### src/rtl/matmul_pkg.sv
// rtl/matmul_pkg.sv - shared FSM encodings, header map and stride for the matmul sequencer
package matmul_pkg;

    localparam logic [2:0] S_IDLE  = 3'd0;
    localparam logic [2:0] S_HDR   = 3'd1;
    localparam logic [2:0] S_SETUP = 3'd2;
    localparam logic [2:0] S_RD_A  = 3'd3;
    localparam logic [2:0] S_RD_B  = 3'd4;
    localparam logic [2:0] S_MAC   = 3'd5;
    localparam logic [2:0] S_WR    = 3'd6;
    localparam logic [2:0] S_DONE  = 3'd7;

    localparam int DFLT_HDR_M_ADDR = 0;
    localparam int DFLT_HDR_N_ADDR = 2;
    localparam int DFLT_HDR_L_ADDR = 4;
    localparam int DFLT_HDR_A_ADDR = 12;
    localparam int DFLT_HDR_C_ADDR = 14;

    localparam int ELEM_STRIDE = 2;
    // Five header reads issued on cycles 0-4, last capture on cycle 5.
    localparam int HDR_CYCLES  = 6;

endpackage

### src/rtl/matmul_mac.sv
// rtl/matmul_mac.sv - unsigned multiply-accumulate register wrapping at twice the operand width
module matmul_mac
    import matmul_pkg::*;
#(
    parameter int DATA_WIDTH = 8
) (
    input  logic                      clk,
    input  logic                      reset,
    input  logic                      clear,
    input  logic                      en,
    input  logic [DATA_WIDTH-1:0]     a,
    input  logic [DATA_WIDTH-1:0]     b,
    output logic [2*DATA_WIDTH-1:0]   acc
);

    localparam int RW = 2 * DATA_WIDTH;

    always_ff @(posedge clk) begin
        if (reset || clear) begin
            acc <= '0;
        end else if (en) begin
            acc <= acc + RW'(a) * RW'(b);
        end
    end

endmodule

### src/rtl/matmul_seq_ctrl.sv
// rtl/matmul_seq_ctrl.sv - header fetch, i/j/k loop sequencing and C write-back over a single-port byte memory
module matmul_seq_ctrl
    import matmul_pkg::*;
#(
    parameter int DATA_WIDTH = 8,
    parameter int ADDR_WIDTH = 8,
    parameter int HDR_M_ADDR = DFLT_HDR_M_ADDR,
    parameter int HDR_N_ADDR = DFLT_HDR_N_ADDR,
    parameter int HDR_L_ADDR = DFLT_HDR_L_ADDR,
    parameter int HDR_A_ADDR = DFLT_HDR_A_ADDR,
    parameter int HDR_C_ADDR = DFLT_HDR_C_ADDR
) (
    input  logic                      clk,
    input  logic                      reset,
    input  logic                      start,
    output logic                      busy,
    output logic                      done,
    output logic                      mem_we,
    output logic [ADDR_WIDTH-1:0]     mem_w_addr,
    output logic [2*DATA_WIDTH-1:0]   mem_w_data,
    output logic [ADDR_WIDTH-1:0]     mem_r_addr,
    input  logic [DATA_WIDTH-1:0]     mem_r_data
);

    localparam int AW = ADDR_WIDTH;
    localparam int DW = DATA_WIDTH;
    localparam int RW = 2 * DATA_WIDTH;
    localparam logic [AW-1:0] STRIDE = AW'(ELEM_STRIDE);

    logic [2:0]    state;
    logic [2:0]    hdr_cnt;
    logic [DW-1:0] m_dim, n_dim, l_dim;
    logic [DW-1:0] i_cnt, j_cnt, k_cnt;
    logic [DW-1:0] a_val;
    logic [AW-1:0] a_base, b_base, c_base;
    logic [AW-1:0] a_addr, b_addr, c_addr;
    logic [RW-1:0] acc;
    logic          last_i, last_j, last_k;
    logic          mac_clear, mac_en;

    function automatic logic [AW-1:0] to_addr(input logic [DW-1:0] v);
        return AW'(v);
    endfunction

    function automatic logic [AW-1:0] hdr_rd_addr(input logic [2:0] idx);
        case (idx)
            3'd0:    return AW'(HDR_M_ADDR);
            3'd1:    return AW'(HDR_N_ADDR);
            3'd2:    return AW'(HDR_L_ADDR);
            3'd3:    return AW'(HDR_A_ADDR);
            3'd4:    return AW'(HDR_C_ADDR);
            default: return '0;
        endcase
    endfunction

    // All address arithmetic is deliberately truncated to AW bits so it wraps.
    assign a_addr = a_base + STRIDE * (to_addr(i_cnt) * to_addr(n_dim) + to_addr(k_cnt));
    assign b_addr = b_base + STRIDE * (to_addr(k_cnt) * to_addr(l_dim) + to_addr(j_cnt));
    assign c_addr = c_base + STRIDE * (to_addr(i_cnt) * to_addr(l_dim) + to_addr(j_cnt));

    assign last_i = (i_cnt == m_dim - DW'(1));
    assign last_j = (j_cnt == l_dim - DW'(1));
    assign last_k = (k_cnt == n_dim - DW'(1));

    assign mac_clear = (state == S_SETUP) || (state == S_WR);
    assign mac_en    = (state == S_MAC);

    matmul_mac #(
        .DATA_WIDTH (DATA_WIDTH)
    ) u_mac (
        .clk   (clk),
        .reset (reset),
        .clear (mac_clear),
        .en    (mac_en),
        .a     (a_val),
        .b     (mem_r_data),
        .acc   (acc)
    );

    always_comb begin
        busy       = 1'b0;
        done       = 1'b0;
        mem_we     = 1'b0;
        mem_w_addr = '0;
        mem_w_data = '0;
        mem_r_addr = '0;
        case (state)
            S_HDR: begin
                busy       = 1'b1;
                mem_r_addr = hdr_rd_addr(hdr_cnt);
            end
            S_SETUP: busy = 1'b1;
            S_RD_A: begin
                busy       = 1'b1;
                mem_r_addr = a_addr;
            end
            S_RD_B: begin
                busy       = 1'b1;
                mem_r_addr = b_addr;
            end
            S_MAC: busy = 1'b1;
            S_WR: begin
                busy       = 1'b1;
                mem_we     = 1'b1;
                mem_w_addr = c_addr;
                mem_w_data = acc;
            end
            S_DONE: done = 1'b1;
            default: ;
        endcase
    end

    always_ff @(posedge clk) begin
        if (reset) begin
            state   <= S_IDLE;
            hdr_cnt <= '0;
            m_dim   <= '0;
            n_dim   <= '0;
            l_dim   <= '0;
            i_cnt   <= '0;
            j_cnt   <= '0;
            k_cnt   <= '0;
            a_val   <= '0;
            a_base  <= '0;
            b_base  <= '0;
            c_base  <= '0;
        end else begin
            case (state)
                S_IDLE: begin
                    if (start) begin
                        state   <= S_HDR;
                        hdr_cnt <= '0;
                    end
                end
                S_HDR: begin
                    // Data for the read issued on cycle h arrives on cycle h+1.
                    case (hdr_cnt)
                        3'd1:    m_dim  <= mem_r_data;
                        3'd2:    n_dim  <= mem_r_data;
                        3'd3:    l_dim  <= mem_r_data;
                        3'd4:    a_base <= AW'(mem_r_data);
                        3'd5:    c_base <= AW'(mem_r_data);
                        default: ;
                    endcase
                    if (hdr_cnt == 3'(HDR_CYCLES - 1)) begin
                        hdr_cnt <= '0;
                        state   <= S_SETUP;
                    end else begin
                        hdr_cnt <= hdr_cnt + 3'd1;
                    end
                end
                S_SETUP: begin
                    b_base <= a_base + STRIDE * to_addr(m_dim) * to_addr(n_dim);
                    i_cnt  <= '0;
                    j_cnt  <= '0;
                    k_cnt  <= '0;
                    if (m_dim == '0 || n_dim == '0 || l_dim == '0) begin
                        state <= S_DONE;
                    end else begin
                        state <= S_RD_A;
                    end
                end
                S_RD_A: state <= S_RD_B;
                S_RD_B: begin
                    a_val <= mem_r_data;
                    state <= S_MAC;
                end
                S_MAC: begin
                    if (last_k) begin
                        state <= S_WR;
                    end else begin
                        k_cnt <= k_cnt + DW'(1);
                        state <= S_RD_A;
                    end
                end
                S_WR: begin
                    k_cnt <= '0;
                    if (last_j) begin
                        j_cnt <= '0;
                        i_cnt <= i_cnt + DW'(1);
                    end else begin
                        j_cnt <= j_cnt + DW'(1);
                    end
                    state <= (last_i && last_j) ? S_DONE : S_RD_A;
                end
                S_DONE: state <= S_IDLE;
                default: state <= S_IDLE;
            endcase
        end
    end

endmodule

### config.mk
export PLATFORM = sky130hd
export DESIGN_NAME = matmul_seq_ctrl
export DESIGN_NICKNAME = d
export VERILOG_FILES = /design/src/rtl/matmul_pkg.sv /design/src/rtl/matmul_mac.sv /design/src/rtl/matmul_seq_ctrl.sv
export SDC_FILE = /design/constraint.sdc
export NUM_CORES = 1
export LEC_CHECK = 0
export ABC_AREA = 1
export CORE_MARGIN = 1
export CORE_UTILIZATION = 60
export CTS_BUF_LIST = sky130_fd_sc_hd__clkbuf_8
export CTS_CLUSTER_SIZE = 20
export DETAILED_ROUTE_END_ITERATION = 8
export DONT_BUFFER_PORTS = 1
export HOLD_SLACK_MARGIN = 0.12
export PLACE_DENSITY = 0.82
export SLEW_MARGIN = 20
export SYNTH_ARGS = -nofsm -noshare
export SYNTH_HDL_FRONTEND = slang
export SYNTH_SLANG_ARGS = --single-unit
export TNS_END_PERCENT = 100
### constraint.sdc
create_clock -name clk -period 17 [get_ports clk]
set_clock_uncertainty 0.2 [all_clocks]
set_input_delay 5.1 -clock clk [delete_from_list [all_inputs] [get_ports clk]]
set_output_delay 5.1 -clock clk [all_outputs]
set_load 0.005 [all_outputs]
==> impl_metrics.json <==
{
  "cts_tree": "yes",
  "most-common-layout-cells": "sky130_fd_sc_hd__nand2_1, sky130_fd_sc_hd__inv_1, sky130_fd_sc_hd__nor2_1, sky130_fd_sc_hd__ha_1, sky130_fd_sc_hd__nand3_1",
  "globalRoute.totalOverflow": 0,
  "floorplan.die.height_um": 145,
  "floorplan.die.width_um": 145,
  "total_of_max_cap_violations": 0,
  "run_status": "complete, no violations",
  "cts_repair_resize_count": 0,
  "worst_slew_margin_rel_pct": 36.8,
  "synth-adder-area-share_pct": 28.7,
  "area.growth.synth_to_final_pct": 1.94,
  "p_sw_share_pct": 34.6,
  "clk_root_buffer_cell": "sky130_fd_sc_hd__clkbuf_8",
  "avgRoutedWirePerCell_um": 14.9,
  "timing.critical_path.to_type": "output pin",
  "hpwl_mm": 23.6,
  "netlist_area_pre_place_um2": 12300,
  "path_class": "flop to output pin",
  "power.density_nw_per_um2": 44.1,
  "row_count": 52,
  "num_vias": 10900,
  "origin_of_the_critical_flop_to_flop_path": "n_dim[2]",
  "synthCells": 1830,
  "maxSlewViolCount": 0,
  "io-pin-count": 46,
  "post-route-worst-setup-slack_ps": 6670,
  "worstPathArrival_ps": 5030,
  "drtPass1Iterations": 7,
  "final_net_count": 2006,
  "synth.top_cell.area_share_pct": 16.6,
  "yosys_warns": 0,
  "number_of_global_route_vias_before_repair": 10800,
  "clock_tree.htree_level_count": 3,
  "ys.flop_type": "sky130_fd_sc_hd__dfxtp_1",
  "ys_ff_latch": 102,
  "internal_power_w": 0.000362,
  "worstMarginPinSlew_ps": 941,
  "grt_setup_unrepaired": "false",
  "synth_xor_xnor_area_share_pct": 5.96,
  "cts_hold_repair.buffers": 0,
  "finalSetupViolCount": 0,
  "period_needed_ps": 10330,
  "io_buffer_count": 0,
  "post_synth_and_or_nand_nor_area_fraction_pct": 23.9,
  "total_power_w": 0.000554,
  "seq_power_share_pct": 46.5,
  "fmaxAchievable_ghz": 0.0968,
  "clockBufferDepth": 2,
  "clock_insertion_delay_worst_skew_ps": 400,
  "fin_crit_sh_pct": 60.8,
  "grt_antenna_before_repair": 1,
  "min_path_cells": 2,
  "placement.setup.worst_slack_ps": 7120,
  "peakVddDrop_v": 0.0000478,
  "starting_density_pct": 61.2,
  "cts.sink_count": 102,
  "commonest_non_fill_non_tap_cell_in_the_layout": "sky130_fd_sc_hd__nand2_1",
  "critPathLaunchType": "flop",
  "static-leakage-power_nw": 6.95,
  "critical-path-top-delay-family": "adder cells",
  "finalHoldViolCount": 0,
  "rr_endpoint": "b_base[7]",
  "worst_path_most_repeated_cell": "sky130_fd_sc_hd__nand2_1",
  "final_routed_wirelength_across_all_metal_layers_mm": 30.5,
  "detail_route.drc_violations": 0,
  "post_drt_via_cell_ratio": 5.34,
  "drive_above_1_share_pct": 2.76,
  "dpl_cell_area_um2": 12400,
  "max_stage_delay_ps": 800,
  "die-area_um2": 21100,
  "synth_nets": 2066,
  "min-delay-path-class": "flop to flop",
  "synth.area.top_cells": "sky130_fd_sc_hd__dfxtp_1, sky130_fd_sc_hd__fa_1, sky130_fd_sc_hd__ha_1",
  "gp_congestion": 0.919,
  "required_ps": 11700,
  "synth.yosys.seq_area_share_pct": 16.6,
  "grt_first_pass_wirelength_mm": 51.1,
  "synthesis.area_per_instance_um2": 6.74,
  "hold_crit_start": "c_base[0]",
  "worst-r2r-setup-slack_ps": 12040,
  "grt_usage_pct": 30.2,
  "critPathMaxFanout": 17,
  "worst-path-buf-inv": 5,
  "worst_path_max_delay_cell": "sky130_fd_sc_hd__dfxtp_1",
  "cts-buffers-inserted": 9,
  "floorplan.core_area_um2": 20200,
  "crit_chain": "nand2_1 > fa_1 > inv_1 > fa_1 > ha_1 > inv_1 > fa_1 > inv_1 > ha_1 > a21oi_1 > nand2_1 > xor2_1 > ha_1 > nand2_1 > inv_1 > nand2_1 > nand3_1 > xnor2_1 > inv_1 > nand2_1 > nand3_1 > nand2_1",
  "asyncSetResetFlopFracSynth_pct": 0,
  "design_area_um2": 12600,
  "clock_power_share_pct": 31.7,
  "synth.area.mux_share_pct": 0,
  "synth.distinct_cells": 41,
  "combPwrFrac_pct": 21.8,
  "combinational_family_with_the_most_area_after_synthesis": "adder cells",
  "synth_enable_flop_cells": 0,
  "synth-compound-area-share_pct": 9.24,
  "clk_pin_slew_worst_paths_ps": 110,
  "netlist.top_cell.by_area": "sky130_fd_sc_hd__dfxtp_1",
  "switching_power_w": 0.000192,
  "postRouteAntennaNets": 0,
  "worstHoldEndpoint": "c_base[0]",
  "drt_iter0_markers": 641,
  "post_cts_buffers": 0,
  "critical_path_cell_count": 22,
  "reg2reg_depth": 21,
  "setup-tns-final_ps": 0,
  "whs_ps": 277,
  "grt_start_max_net_pins": 59
}
## cells by family (layout without fill, tap and decap cells)
family	Yosys count	count (layout)
AO/OA/AOI/OAI	215	215
buffers and inverters	495	440
adder cells (fa/ha/maj)	225	225
other	0	2
AND/OR/NAND/NOR	709	709
flip-flops	102	102
XOR/XNOR	84	84
## synth_stat cells (4+ instances only)
master and n:
sky130_fd_sc_hd__fa_1 97, sky130_fd_sc_hd__clkbuf_1 37, sky130_fd_sc_hd__nand3b_1 8, sky130_fd_sc_hd__nor2_2 6
sky130_fd_sc_hd__xor2_1 54, sky130_fd_sc_hd__inv_1 405, sky130_fd_sc_hd__inv_2 11, sky130_fd_sc_hd__buf_4 4
sky130_fd_sc_hd__ha_1 128, sky130_fd_sc_hd__nand4_1 10, sky130_fd_sc_hd__a21oi_1 88, sky130_fd_sc_hd__nor2_1 133
sky130_fd_sc_hd__nand2_1 418, sky130_fd_sc_hd__a21o_1 4, sky130_fd_sc_hd__nor3_1 13, sky130_fd_sc_hd__buf_2 23
sky130_fd_sc_hd__o22ai_1 9, sky130_fd_sc_hd__o21ai_0 91, sky130_fd_sc_hd__xnor2_1 30, sky130_fd_sc_hd__nand3_1 107
sky130_fd_sc_hd__o211ai_1 7, sky130_fd_sc_hd__a31oi_1 7, sky130_fd_sc_hd__buf_1 7, sky130_fd_sc_hd__dfxtp_1 102
## power by group through the flow
| stage | Combinational, W | Sequential [W] | Clock [W] |
|---|---|---|---|
| floorplan | 0.000101 | 0.000255 | 0 |
| global placement | 0.000115 | 0.000263 | 0 |
| detailed placement | 0.000118 | 0.000263 | 0 |
| CTS | 0.000120 | 0.000258 | 0.000178 |
| global route | 0.000139 | 0.000259 | 0.000185 |
| finish | 0.000121 | 0.000258 | 0.000176 |
## state kept, by name (all words and copies together), names as in the netlist
signal	count
u_mac.acc	16
a_base	8
a_val	8
b_base	8
c_base	8
i_cnt	8
j_cnt	8
k_cnt	8
l_dim	8
m_dim	8
n_dim	8
hdr_cnt	3
state	3
## worst max-delay path by stage
| stage | from | end |
|---|---|---|
| finish | i_cnt[1] | mem_r_addr[7] |
| CTS | i_cnt[1] | mem_r_addr[7] |
| detailed placement | i_cnt[1] | mem_r_addr[7] |
| floorplan | i_cnt[2] | mem_r_addr[7] |
| global route | l_dim[1] | mem_r_addr[7] |
| global placement | i_cnt[1] | mem_r_addr[7] |
## layer usage
layer | vias to the layer above | GRT usage (%) | wire (um)
met5 | - | 0 | 0
met4 | 0 | 10.8 | 958
met3 | 74 | 5.64 | 2320
met2 | 360 | 53.9 | 14800
met1 | 5067 | 36.1 | 12400
li1 | 5434 | - | -
## through the flow
step	utilization (%)	instances
4_1_cts	62.3	2045
3_3_place_gp	61.3	2029
3_5_place_dp	61.3	2029
2_1_floorplan	-	1830
6_report	62.4	2047
5_1_grt	62.4	2047
## layout make-up
| cell class | count | area [um^2] |
|---|---|---|
| diodes | 2 | 5.00 |
| clock buffers | 10 | 138 |
| clock inverters | 6 | 77.6 |
| fillers | 1859 | 7590 |
| inverters | 420 | 1580 |
| multi-input cells | 1233 | 8370 |
| flip-flops and latches | 102 | 2040 |
| well taps | 270 | 338 |
| repair buffers | 4 | 30.0 |
## worst register-to-register path: stages, from the launching register on
cell and delay [ps]:
sky130_fd_sc_hd__dfxtp_1 640, sky130_fd_sc_hd__nand2_1 160, sky130_fd_sc_hd__fa_1 550, sky130_fd_sc_hd__inv_1 40
sky130_fd_sc_hd__ha_1 280, sky130_fd_sc_hd__inv_1 60, sky130_fd_sc_hd__fa_1 500, sky130_fd_sc_hd__fa_1 540
sky130_fd_sc_hd__inv_1 40, sky130_fd_sc_hd__ha_1 320, sky130_fd_sc_hd__xor2_1 170, sky130_fd_sc_hd__ha_1 330
sky130_fd_sc_hd__nand2_1 60, sky130_fd_sc_hd__inv_1 60, sky130_fd_sc_hd__nand4_1 70, sky130_fd_sc_hd__nand3_1 130
sky130_fd_sc_hd__xor2_1 230, sky130_fd_sc_hd__inv_1 60, sky130_fd_sc_hd__nand2_1 70, sky130_fd_sc_hd__nand3_1 180
sky130_fd_sc_hd__nand2_1 130, sky130_fd_sc_hd__inv_1 50
Power figures use the tool's default switching activity.
